==> src/rtl/i2s_format_cfg.sv <==
// i2s_format_cfg: decodes and validates register-domain I2S/TDM format codes and
// switches the active format atomically on a frame boundary.
// Optional feature: define I2S_CFG_TIMEOUT_EN to force the apply after
// TIMEOUT_CYCLES cycles in PENDING without a frame_start (stopped BCLK).
module i2s_format_cfg #(
  parameter int unsigned MAX_CH         = 16,
  parameter int unsigned SLOT_WIDTH     = 32,
  parameter int unsigned DEF_WORD_WIDTH = 32,
  parameter int unsigned DEF_CH         = 2,
  parameter int unsigned TIMEOUT_CYCLES = 1024
) (
  input  logic       clk_i,
  input  logic       rst_i,
  input  logic [1:0] cfg_valid_word_width_i,
  input  logic [2:0] cfg_tdm_num_i,
  input  logic       cfg_update_i,
  input  logic       frame_start_i,
  output logic [5:0] valid_word_width_real_o,
  output logic [4:0] channel_num_o,
  output logic [9:0] bits_per_frame_o,
  output logic       cfg_busy_o,
  output logic       cfg_applied_o,
  output logic       cfg_err_o,
  output logic       cfg_active_o
`ifdef I2S_CFG_TIMEOUT_EN
  ,
  output logic       cfg_timeout_o
`endif
);

  localparam int unsigned SLOT_SHIFT = $clog2(SLOT_WIDTH);
  localparam logic [9:0]  DEF_BPF    = 10'(DEF_CH << SLOT_SHIFT);

  // Reject parameter sets the frame engines cannot handle.
  if ((SLOT_WIDTH == 0) || ((SLOT_WIDTH & (SLOT_WIDTH - 1)) != 0)) begin : g_bad_slot
    $error("SLOT_WIDTH must be a power of two");
  end
  if ((MAX_CH < 2) || (MAX_CH > 16) || ((MAX_CH & (MAX_CH - 1)) != 0)) begin : g_bad_max_ch
    $error("MAX_CH must be a power of two in 2..16");
  end
  if (TIMEOUT_CYCLES < 2) begin : g_bad_timeout
    $error("TIMEOUT_CYCLES must be at least 2");
  end

  typedef enum logic [1:0] {
    ST_IDLE    = 2'd0,
    ST_DECODE  = 2'd1,
    ST_PENDING = 2'd2
  } state_e;

  state_e     state_q, state_d;
  logic [1:0] ww_code_q, ww_code_d;
  logic [2:0] tdm_code_q, tdm_code_d;
  logic [5:0] sh_ww_q, sh_ww_d;
  logic [4:0] sh_ch_q, sh_ch_d;
  logic [5:0] ww_q, ww_d;
  logic [4:0] ch_q, ch_d;
  logic [9:0] bpf_q, bpf_d;
  logic       busy_q, busy_d;
  logic       applied_q, applied_d;
  logic       err_q, err_d;
  logic       active_q, active_d;
  logic [5:0] dec_ww;
  logic [4:0] dec_ch;
  logic       dec_illegal;
  logic       timeout_hit;
  logic       apply;

`ifdef I2S_CFG_TIMEOUT_EN
  localparam int unsigned CNT_W = $clog2(TIMEOUT_CYCLES);

  logic [CNT_W-1:0] cnt_q, cnt_d;
  logic             timeout_q, timeout_d;

  assign timeout_hit = (state_q == ST_PENDING) && (cnt_q == CNT_W'(TIMEOUT_CYCLES - 1));

  // PENDING dwell counter; it is zero whenever the FSM is outside PENDING.
  always_comb begin
    cnt_d     = '0;
    timeout_d = apply && !frame_start_i;
    if (state_q == ST_PENDING && state_d == ST_PENDING) begin
      cnt_d = cnt_q + CNT_W'(1);
    end
  end

  // Timeout counter and pulse registers.
  always_ff @(posedge clk_i or posedge rst_i) begin
    if (rst_i) begin
      cnt_q     <= '0;
      timeout_q <= 1'b0;
    end else begin
      cnt_q     <= cnt_d;
      timeout_q <= timeout_d;
    end
  end

  assign cfg_timeout_o = timeout_q;
`else
  assign timeout_hit = 1'b0;
`endif

  // Decode the latched shadow codes into real values and check build limits.
  always_comb begin
    dec_ww = 6'd0;
    dec_ch = 5'd0;
    case (ww_code_q)
      2'd1:    dec_ww = 6'd16;
      2'd2:    dec_ww = 6'd24;
      2'd3:    dec_ww = 6'd32;
      default: dec_ww = 6'd0;
    endcase
    case (tdm_code_q)
      3'd0:    dec_ch = 5'd2;
      3'd1:    dec_ch = 5'd4;
      3'd2:    dec_ch = 5'd8;
      3'd3:    dec_ch = 5'd16;
      default: dec_ch = 5'd0;
    endcase
    dec_illegal = (ww_code_q == 2'd0) || (tdm_code_q > 3'd3) ||
                  (32'(dec_ch) > MAX_CH) || (32'(dec_ww) > SLOT_WIDTH);
  end

  // Next-state and output logic; a new update always restarts at DECODE.
  always_comb begin
    state_d    = state_q;
    ww_code_d  = ww_code_q;
    tdm_code_d = tdm_code_q;
    sh_ww_d    = sh_ww_q;
    sh_ch_d    = sh_ch_q;
    ww_d       = ww_q;
    ch_d       = ch_q;
    bpf_d      = bpf_q;
    applied_d  = 1'b0;
    err_d      = 1'b0;
    active_d   = active_q;
    apply      = 1'b0;

    if (cfg_update_i) begin
      ww_code_d  = cfg_valid_word_width_i;
      tdm_code_d = cfg_tdm_num_i;
      state_d    = ST_DECODE;
    end else begin
      case (state_q)
        ST_DECODE: begin
          if (dec_illegal) begin
            err_d   = 1'b1;
            state_d = ST_IDLE;
          end else begin
            sh_ww_d = dec_ww;
            sh_ch_d = dec_ch;
            state_d = ST_PENDING;
          end
        end
        ST_PENDING: begin
          apply = frame_start_i || timeout_hit;
        end
        default: state_d = state_q;
      endcase
    end

    if (apply) begin
      ww_d      = sh_ww_q;
      ch_d      = sh_ch_q;
      bpf_d     = 10'(sh_ch_q) << SLOT_SHIFT;
      applied_d = 1'b1;
      active_d  = 1'b1;
      state_d   = ST_IDLE;
    end

    busy_d = (state_d != ST_IDLE);
  end

  // State, shadow and active-format registers.
  always_ff @(posedge clk_i or posedge rst_i) begin
    if (rst_i) begin
      state_q    <= ST_IDLE;
      ww_code_q  <= 2'd0;
      tdm_code_q <= 3'd0;
      sh_ww_q    <= 6'd0;
      sh_ch_q    <= 5'd0;
      ww_q       <= 6'(DEF_WORD_WIDTH);
      ch_q       <= 5'(DEF_CH);
      bpf_q      <= DEF_BPF;
      busy_q     <= 1'b0;
      applied_q  <= 1'b0;
      err_q      <= 1'b0;
      active_q   <= 1'b0;
    end else begin
      state_q    <= state_d;
      ww_code_q  <= ww_code_d;
      tdm_code_q <= tdm_code_d;
      sh_ww_q    <= sh_ww_d;
      sh_ch_q    <= sh_ch_d;
      ww_q       <= ww_d;
      ch_q       <= ch_d;
      bpf_q      <= bpf_d;
      busy_q     <= busy_d;
      applied_q  <= applied_d;
      err_q      <= err_d;
      active_q   <= active_d;
    end
  end

  assign valid_word_width_real_o = ww_q;
  assign channel_num_o           = ch_q;
  assign bits_per_frame_o        = bpf_q;
  assign cfg_busy_o              = busy_q;
  assign cfg_applied_o           = applied_q;
  assign cfg_err_o               = err_q;
  assign cfg_active_o            = active_q;

endmodule

==> config.mk <==
export PLATFORM = sky130hd
export DESIGN_NAME = i2s_format_cfg
export DESIGN_NICKNAME = d
export VERILOG_FILES = /design/src/rtl/i2s_format_cfg.sv
export SDC_FILE = /design/constraint.sdc
export NUM_CORES = 1
export LEC_CHECK = 0
export ABC_AREA = 1
export CAP_MARGIN = 30
export CORE_ASPECT_RATIO = 1.2
export CORE_MARGIN = 2
export CORE_UTILIZATION = 52
export CTS_BUF_LIST = sky130_fd_sc_hd__clkbuf_2 sky130_fd_sc_hd__clkbuf_4 sky130_fd_sc_hd__clkbuf_8
export DETAILED_ROUTE_END_ITERATION = 8
export GPL_ROUTABILITY_DRIVEN = 0
export HOLD_SLACK_MARGIN = 0.08
export PLACE_DENSITY = 0.9
export SLEW_MARGIN = 20
export SYNTH_ARGS = -nofsm -noshare
export SYNTH_HDL_FRONTEND = slang
export SYNTH_SLANG_ARGS = --single-unit
==> constraint.sdc <==
create_clock -name clk_i -period 3 [get_ports clk_i]
set_input_delay 0.75 -clock clk_i [delete_from_list [all_inputs] [get_ports clk_i]]
set_output_delay 0.75 -clock clk_i [all_outputs]
set_load 0.005 [all_outputs]
==> impl_metrics.yaml, run 1 <==
outcome:
  status: "finished, final reports clean"
cts:
  ctsHoldBuffers: 0
  post_cts_buffers: 0
  clockRootBuffer: "clkbuf_4"
  path_clk_slew_ns: 0.12
  insertion_delay_ns: 0.32
  cts_buffers: 3
  clock_path_buffers: 2
  postCtsResizedCells: 0
  cts_tree: "done"
  h-tree-depth: 1
  clock-sinks: 25
timing:
  finClkSkew_ns: 0.00353
  drv_slew: 0
  rsz0062_at_grt: "false"
  final_hold_viol_count: 0
  fin_crit_sh_pct: 70.8
  period_needed_ns: 2.12
  clock.fmax_mhz: 471
  setup_viol_count_final: 0
  fin_setup_tns_ns: 0
hold_path:
  hold_path_end: "cfg_active_o"
  min-delay-start: "cfg_active_o"
  hp-class: "reg2reg"
  holdPathStages: 2
synthesis:
  synthMuxAreaShare_pct: 0
  synthMostInstantiatedCell: "nand2_1"
  synth-async-reset-ratio_pct: 100
  synthCells: 132
  synth_edf_count: 0
  synth_largest_area_cell: "dfrtp_1"
  ys_ff_latch: 25
  syn-cell-area_mm2: 0.00119
  synth_xor_area_share_pct: 0
  synth_top_area_share_pct: 48.3
  synth_cell_type_count: 20
  synth_flop_cell: "dfrtp_1"
  yosysSeqAreaShare_pct: 52.7
  synth-compound-area-share_pct: 2.10
  synthTopCellsByArea: "dfrtp_1 (48%), nand2_1 (17%), buf_4 (8.8%)"
  synthSimpleGateAreaFrac_pct: 27.3
  synthAdderAreaFrac_pct: 3.15
  ys_warn_count: 0
  synthTopCellsByCount: "nand2_1 (53), dfrtp_1 (23), buf_4 (14)"
  syn_area_per_cell_um2: 9.02
  synth_top_family_by_area: "simple AND/OR/NAND/NOR gates"
critical_path:
  endpoint_kind: "output pin"
  path_buf_inv: 1
  path_delay_family: "flip-flops"
  cp_slowest_cell: "dfstp_2"
  critPathRequiredTime_ns: 2.25
  crit_path_start_kind: "flip-flop"
  criticalPathCategory: "reg2out"
  critical_path.max_fanout: 3
  critPathMaxStageDelay_ns: 0.56
  worstPathArrival_ns: 1.37
  r2r_slack_ns: 1.77
  reg2reg_depth: 7
  rr_startpoint: "ww_code_q[0]"
  path_cells: "clkdlybuf4s50_1"
  reg2reg_to: "sh_ch_q[4]"
route:
  dr.first_iter.drc_count: 10
  first_pass_iters: 4
  drt_drc_violations_left: 0
  antenna_left: 0
  route.vias.total: 822
  routed_wl_mm: 1.85
  viasPerCell: 4.44
  drt-wirelength-per-cell_um: 10.0
final_layout:
  drive_above_1_share_pct: 11.7
  stdcell_count: 185
  layout.nets: 167
  area.growth.synth_to_final_pct: 21.0
  multi_input_area_um2: 425
  fill_cells: 203
  num_antenna_cells: 0
  final-seq-area_um2: 628
floorplanning:
  dieArea_mm2: 0.00269
  core-area_mm2: 0.00223
  placementRows: 19
  io_pins: 34
  die_x_um: 47.7
  initial_utilization_pct: 53.3
  die_y_um: 56.4
global_routing:
  grt-ovfl-total: 0
  grt_use_total_pct: 15.9
  grt_max_degree: 26
  grt_pass1_wl_mm: 3.04
  antenna_found_initial: 0
  grt_pass1_vias: 773
power_and_ir_drop:
  p_per_area_mw_per_mm2: 538
  comb_power_share_pct: 24.0
  p_seq_share_pct: 55.9
  power.switching_mw: 0.214
  power.clock.fraction_pct: 20.0
  power.internal_mw: 0.561
  vdd.ir_drop.worst_mv: 0.421
  p_sw_share_pct: 27.6
  leakage_nw: 0.748
run:
  maxCapViolCount: 0
placed_design:
  dp_hpwl_mm: 1.43
  numPortBuffers: 23
  dp_cells: 180
## per-layer routing
layer	up-vias	track usage [%]	routed length [um]
li1	421	-	-
met5	-	0	0
met1	368	16.1	714
met3	5	1.93	77
met2	28	28.0	1000
met4	0	10.4	58
## cells in the final DEF, fill, tap and decap left out
cell type | Yosys | routed
nor3_1 | 2 | 2
inv_2 | 3 | 3
buf_16 | 0 | 1
nor2_2 | 1 | 1
o21ai_0 | 4 | 4
nand4_1 | 3 | 3
conb_1 | 1 | 10
inv_1 | 11 | 11
clkdlybuf4s50_1 | 0 | 23
dfrtp_1 | 23 | 23
nand2_1 | 53 | 53
a21oi_1 | 1 | 1
nand3_2 | 1 | 1
nand3_4 | 2 | 2
dfstp_2 | 2 | 2
nor2_4 | 3 | 3
clkbuf_4 | 0 | 4
nor2_1 | 2 | 2
ha_1 | 3 | 3
clkinv_4 | 1 | 1
nand3_1 | 1 | 1
## cell type report
| cell class | count | area share, % |
|---|---|---|
| clock buffer | 4 | 2.08 |
| inverter | 15 | 4.25 |
| multi-input combinational | 86 | 29.5 |
| sequential | 25 | 43.6 |
| tap | 31 | 2.69 |
| timing repair buffer | 24 | 17.9 |
## state kept, by name, indices dropped and copies added, names as in the netlist
signal and cells:
cfg_active_o 1, ww_code_q 2, sh_ch_q 4, cfg_err_o 1, sh_ww_q 3, bits_per_frame_o 4
valid_word_width_real_o 3, state_q 2, cfg_applied_o 1, tdm_code_q 3, cfg_busy_o 1
## power by group through the flow
| stage | logic (mW) | clock network [mW] | registers (mW) |
|---|---|---|---|
| 2_1_floorplan | 0.109 | 0 | 0.436 |
| 3_3_place_gp | 0.175 | 0 | 0.436 |
| 3_5_place_dp | 0.183 | 0 | 0.441 |
| 4_1_cts | 0.185 | 0.159 | 0.434 |
| 5_1_grt | 0.212 | 0.175 | 0.440 |
| 6_report | 0.186 | 0.155 | 0.434 |
## metrics by stage
step / total power, mW / hold WS, ns / utilization [%] / setup slack, ns / instance area (um^2)
global route: 0.827 / 0.505 / 64.5 / 0.827 / 1440
CTS: 0.778 / 0.481 / 63.3 / 0.864 / 1410
finish: 0.775 / 0.477 / 64.5 / 0.877 / 1440
detailed placement: 0.624 / 0.451 / 61.9 / 0.969 / 1380
global placement: 0.611 / 0.452 / 61.9 / 1.00 / 1380
floorplan: 0.545 / 0.442 / - / 1.63 / 1220
## worst max-delay path by stage
stage | cells after the start | startpoint | end | slack [ns]
floorplan | 1 | bits_per_frame_o[6] | channel_num_o[1] | 1.63
global placement | 6 | cfg_update_i | valid_word_width_real_o[3] | 1.00
detailed placement | 6 | cfg_update_i | valid_word_width_real_o[3] | 0.97
CTS | 1 | bits_per_frame_o[6] | channel_num_o[1] | 0.86
global route | 1 | bits_per_frame_o[6] | bits_per_frame_o[6] | 0.83
finish | 1 | bits_per_frame_o[6] | channel_num_o[1] | 0.88
## kinds of logic (layout without fill, tap and decap cells)
| group | after synthesis | in the layout |
|---|---|---|
| buf+inv | 30 | 43 |
| simple gates | 68 | 68 |
| flops | 25 | 25 |
| fa+ha+maj | 3 | 3 |
| compound gates | 5 | 5 |
| other cells | 1 | 10 |
No activity file was read; power rests on OpenSTA's default activity.
==> run 2: changes to the inputs <==
--- a/config.mk
+++ b/config.mk
@@ -9,12 +9,12 @@
 export CAP_MARGIN = 30
 export CORE_ASPECT_RATIO = 1.2
 export CORE_MARGIN = 2
-export CORE_UTILIZATION = 52
+export CORE_UTILIZATION = 44
 export CTS_BUF_LIST = sky130_fd_sc_hd__clkbuf_2 sky130_fd_sc_hd__clkbuf_4 sky130_fd_sc_hd__clkbuf_8
 export DETAILED_ROUTE_END_ITERATION = 8
 export GPL_ROUTABILITY_DRIVEN = 0
 export HOLD_SLACK_MARGIN = 0.08
-export PLACE_DENSITY = 0.9
+export PLACE_DENSITY = 0.82
 export SLEW_MARGIN = 20
 export SYNTH_ARGS = -nofsm -noshare
 export SYNTH_HDL_FRONTEND = slang
==> constraint.sdc (replaced) <==
create_clock -name clk_i -period 1.7 [get_ports clk_i]
set_input_delay 0.425 -clock clk_i [delete_from_list [all_inputs] [get_ports clk_i]]
set_output_delay 0.425 -clock clk_i [all_outputs]
set_load 0.005 [all_outputs]
==> impl_metrics.yaml, run 2 (synthesis results as in run 1) <==
cts:
  cts_tree: "done"
  insertion_delay_ns: 0.30
  clock-sinks: 25
  clock_path_buffers: 2
  clockRootBuffer: "clkbuf_4"
  path_clk_slew_ns: 0.13
  h-tree-depth: 1
  cts_buffers: 3
final_layout:
  final_common_cell: "nand2_1"
  fill_cells: 227
  area.growth.synth_to_final_pct: 21.5
  final_cell_mix: "nand2_1 (53), dfrtp_1 (23), clkdlybuf4s50_1 (20), inv_1 (11), conb_1 (10)"
  multi_input_area_um2: 425
  stdcell_area_mm2: 0.00145
  drive_above_1_share_pct: 13.9
  final-seq-area_um2: 628
  layout.nets: 171
  num_antenna_cells: 0
  stdcell_count: 191
hold_path:
  hp-class: "in2async"
critical_path:
  r2r_slack_ns: 0.45
  cp_slowest_cell: "clkdlybuf4s50_1"
  path_delay_family: "buffers and inverters"
  endpoint_kind: "output pin"
  path_cells: "clkdlybuf4s50_1"
  rr_startpoint: "ww_code_q[0]"
  reg2reg_depth: 7
  path_buf_inv: 1
  critPathRequiredTime_ns: 1.27
  crit_path_start_kind: "flip-flop"
  criticalPathCategory: "reg2out"
  worstPathArrival_ns: 1.19
  critical_path.max_fanout: 3
  reg2reg_to: "sh_ch_q[1]"
  critPathMaxStageDelay_ns: 0.50
placed_design:
  dp_cells: 184
  dp_hpwl_mm: 1.30
  numPortBuffers: 23
  placed_cell_area_mm2: 0.00140
floorplanning:
  initial_utilization_pct: 46.7
  dieArea_mm2: 0.00314
  die_y_um: 61.0
  io_pins: 34
  die_x_um: 51.5
  core-area_mm2: 0.00255
  placementRows: 20
power_and_ir_drop:
  p_per_area_mw_per_mm2: 925
  vdd.ir_drop.worst_mv: 0.702
  power.total_mw: 1.34
  leakage_nw: 0.773
route:
  antenna_left: 0
  viasPerCell: 4.28
  route.vias.total: 818
  dr.first_iter.drc_count: 8
  first_pass_iters: 4
  routed_wl_mm: 1.68
  drt-wirelength-per-cell_um: 8.78
  drt_drc_violations_left: 0
global_routing:
  grt_max_degree: 26
  grt-ovfl-total: 0
  antenna_found_initial: 0
  grt_pass1_vias: 810
  grt_use_total_pct: 13.5
  grt_pass1_wl_mm: 3.17
timing:
  clock.fmax_mhz: 620
  drv_slew: 0
  final_hold_viol_count: 0
  finClkSkew_ns: 0.00333
  rsz0062_at_grt: "false"
  period_needed_ns: 1.61
  fin_setup_tns_ns: 0
  fin_crit_sh_pct: 94.8
  setup_viol_count_final: 0
outcome:
  status: "finished, final reports clean"
run:
  maxCapViolCount: 0
==> run 2: cell count changes in the layout (fill, tap and decap cells not counted) <==
cell             change
dlygate4sd2_1        +3
clkdlybuf4s50_1      -3
buf_16               -1
buf_4                +5
clkbuf_4             -1
clkinv_2             +1
==> run 2: worst register-to-register path, cell delays in order (launching register included) <==
cell and delay, ns:
dfrtp_1 0.37, inv_1 0.08, ha_1 0.23, nor2_4 0.20, inv_2 0.07, nor2_4 0.14, nand2_1 0.07, nand2_1 0.05
==> run 2: worst max-delay path by stage <==
stage                             start                         end  slack (ns)  cells after the start
floorplan                  ww_code_q[0]                  sh_ch_q[3]        0.59                      7
global placement           cfg_update_i  valid_word_width_real_o[3]        0.24                      6
detailed placement         cfg_update_i  valid_word_width_real_o[3]        0.21                      6
finish              bits_per_frame_o[9]            channel_num_o[4]        0.09                      1
CTS                 bits_per_frame_o[9]            channel_num_o[4]        0.07                      1
global route        bits_per_frame_o[7]         bits_per_frame_o[7]        0.01                      1
==> run 2: through the flow <==
stage | hold WS [ns] | setup WS [ns] | util, %
after floorplan | 0.442 | 0.589 | -
after global placement | 0.447 | 0.235 | 54.9
after detailed placement | 0.460 | 0.207 | 54.9
after CTS | 0.445 | 0.0659 | 56.4
after global routing | 0.482 | 0.0138 | 56.7
final | 0.438 | 0.0876 | 56.7
==> run 2: repair_timing <==
| item | 4_1_cts | 5_1_grt |
|---|---|---|
| setup buffers | 2 | 1 |
| setup endpoints to repair | 3 | 1 |
| hold buffers | 0 | 0 |
| cloned | 0 | 0 |
| gates resized for setup | 3 | 0 |
==> run 2: routing by layer <==
layer / GRT usage, % / routed length, um
met4: 5.64 / 31
met3: 1.48 / 89
met5: 0 / 0
met2: 25.3 / 833
met1: 15.5 / 722
==> run 2: report_power, final <==
group / switching [mW] / internal (mW) / total, mW
combinational: 0.144 / 0.186 / 0.330
clock: 0.161 / 0.0876 / 0.248
sequential: 0.0630 / 0.698 / 0.761
==> run 2: area by class of cell <==
class                      instances  share of cell area [%]
clock buffer                       3                    1.56
clock inverter                     1                   0.346
inverter                          15                    4.24
multi-input combinational         86                    29.4
sequential                        25                    43.4
tap                               33                    2.85
timing repair buffer              28                    18.2
==> run 3: changes to the inputs <==
--- a/config.mk
+++ b/config.mk
@@ -9,12 +9,13 @@
 export CAP_MARGIN = 30
 export CORE_ASPECT_RATIO = 1.2
 export CORE_MARGIN = 2
-export CORE_UTILIZATION = 44
+export CORE_UTILIZATION = 48
 export CTS_BUF_LIST = sky130_fd_sc_hd__clkbuf_2 sky130_fd_sc_hd__clkbuf_4 sky130_fd_sc_hd__clkbuf_8
 export DETAILED_ROUTE_END_ITERATION = 8
 export GPL_ROUTABILITY_DRIVEN = 0
 export HOLD_SLACK_MARGIN = 0.08
-export PLACE_DENSITY = 0.82
+export PLACE_DENSITY = 0.83
+export SKIP_CTS_REPAIR_TIMING = 1
 export SLEW_MARGIN = 20
 export SYNTH_ARGS = -nofsm -noshare
 export SYNTH_HDL_FRONTEND = slang
==> constraint.sdc (replaced) <==
create_clock -name clk_i -period 1.5 [get_ports clk_i]
set_input_delay 0.375 -clock clk_i [delete_from_list [all_inputs] [get_ports clk_i]]
set_output_delay 0.375 -clock clk_i [all_outputs]
set_load 0.005 [all_outputs]
==> impl_metrics.yaml, run 3 (synthesis results as in run 1) <==
placed_design:
  numPortBuffers: 23
  dp_hpwl_mm: 1.57
global_routing:
  grt_use_total_pct: 15.3
  grt_pass1_vias: 826
  grt_pass1_wl_mm: 3.34
  grt-ovfl-total: 0
  grt_max_degree: 14
  antenna_found_initial: 0
cts:
  clock_path_buffers: 2
  insertion_delay_ns: 0.32
  cts_tree: "done"
  cts_buffers: 3
  h-tree-depth: 1
  path_clk_slew_ns: 0.13
  clockRootBuffer: "clkbuf_4"
  clock-sinks: 25
timing:
  holdWs_ns: 0.317
  finClkSkew_ns: 0.00163
  fin_crit_sh_pct: 96.3
  rsz0062_at_grt: "false"
  clock.fmax_mhz: 692
  final_hold_viol_count: 0
  period_needed_ns: 1.44
  setup_viol_count_final: 0
  drv_slew: 0
final_layout:
  final_common_cell: "nand2_1"
  num_antenna_cells: 0
  layout.nets: 173
  drive_above_1_share_pct: 15.6
  area.growth.synth_to_final_pct: 25.6
  final_cell_mix: "nand2_1 (53), dfrtp_1 (23), dlymetal6s2s_1 (14), inv_1 (11), conb_1 (10)"
route:
  route.vias.total: 857
  dr.first_iter.drc_count: 21
  routed_wl_mm: 2.04
  viasPerCell: 4.49
  drt_drc_violations_left: 0
  antenna_left: 0
  first_pass_iters: 4
  drt-wirelength-per-cell_um: 10.7
run:
  maxCapViolCount: 0
critical_path:
  reg2reg_depth: 7
  startpoint: "bits_per_frame_o[6]"
  worstPathArrival_ns: 1.07
  criticalPathCategory: "reg2out"
  crit_path_start_kind: "flip-flop"
  endpoint_kind: "output pin"
  critical_path.max_fanout: 2
  reg2reg_to: "sh_ch_q[4]"
  critPathRequiredTime_ns: 1.12
  crit_end: "bits_per_frame_o[6]"
  r2r_slack_ns: 0.26
  rr_startpoint: "ww_code_q[0]"
floorplanning:
  initial_utilization_pct: 51.1
  core-area_mm2: 0.00233
  die_y_um: 58.6
  placementRows: 19
  dieArea_mm2: 0.00290
  io_pins: 34
  die_x_um: 49.5
power_and_ir_drop:
  power.switching_mw: 0.438
  p_per_area_mw_per_mm2: 1040
  power.clock.fraction_pct: 20.4
  vdd.ir_drop.worst_mv: 0.790
  power.internal_mw: 1.11
  comb_power_share_pct: 24.1
  p_sw_share_pct: 28.2
  p_seq_share_pct: 55.5
  power.total_mw: 1.55
  leakage_nw: 0.982
outcome:
  status: "finished, final reports clean"
hold_path:
  hp-class: "in2async"
## run 3: worst max-delay path, stage by stage (launching register included)
cell	delay, ns
dfstp_2	0.55
buf_4	0.10
clkbuf_2	0.10
## run 3: how the worst min path moves through the flow
stage | cells past startpoint | slack, ns | end | startpoint
3_5_place_dp | 2 | 0.46 | valid_word_width_real_o[4] | sh_ww_q[4]
3_3_place_gp | 2 | 0.45 | cfg_active_o | cfg_active_o
5_1_grt | 2 | 0.33 | bits_per_frame_o[8] | rst_i
2_1_floorplan | 1 | 0.40 | bits_per_frame_o[7] | rst_i
6_report | 2 | 0.32 | bits_per_frame_o[8] | rst_i
4_1_cts | 2 | 0.33 | bits_per_frame_o[8] | rst_i
## run 3: area by class of cell
cell class,count,area [um^2]
Inverter,15,61.3
Fill cell,229,833
Sequential cell,25,628
Clock buffer,4,30.0
Tap cell,31,38.8
Timing Repair Buffer,30,313
Multi-Input combinational cell,86,425
## run 3: per-stage QoR
| stage | util (%) | area [um^2] | worst slack [ns] | instances | setup TNS, ns |
|---|---|---|---|---|---|
| after detailed placement | 60.4 | 1410 | 0.0506 | 183 | 0 |
| final | 64.2 | 1500 | 0.0556 | 191 | 0 |
| after global routing | 64.2 | 1500 | 0.00724 | 191 | 0 |
| after floorplan | - | 1220 | 0.389 | 141 | 0 |
| after CTS | 61.7 | 1440 | -0.270 | 187 | -1.75 |
| after global placement | 60.4 | 1410 | 0.0804 | 183 | 0 |
## run 3: power groups by stage
stage	Combinational [mW]	Clock (mW)	Sequential (mW)
after global placement	0.357	0	0.876
after global routing	0.423	0.346	0.875
final	0.374	0.316	0.860
after floorplan	0.217	0	0.872
after CTS	0.378	0.319	0.868
after detailed placement	0.376	0	0.881
## run 3: per-layer routing
layer | vias to the layer above | global-route usage (%) | wire (um)
li1 | 432 | - | -
met1 | 389 | 17.1 | 802
met2 | 31 | 28.0 | 1080
met3 | 5 | 0.761 | 96
met4 | 0 | 10.7 | 63
met5 | - | 0 | 0
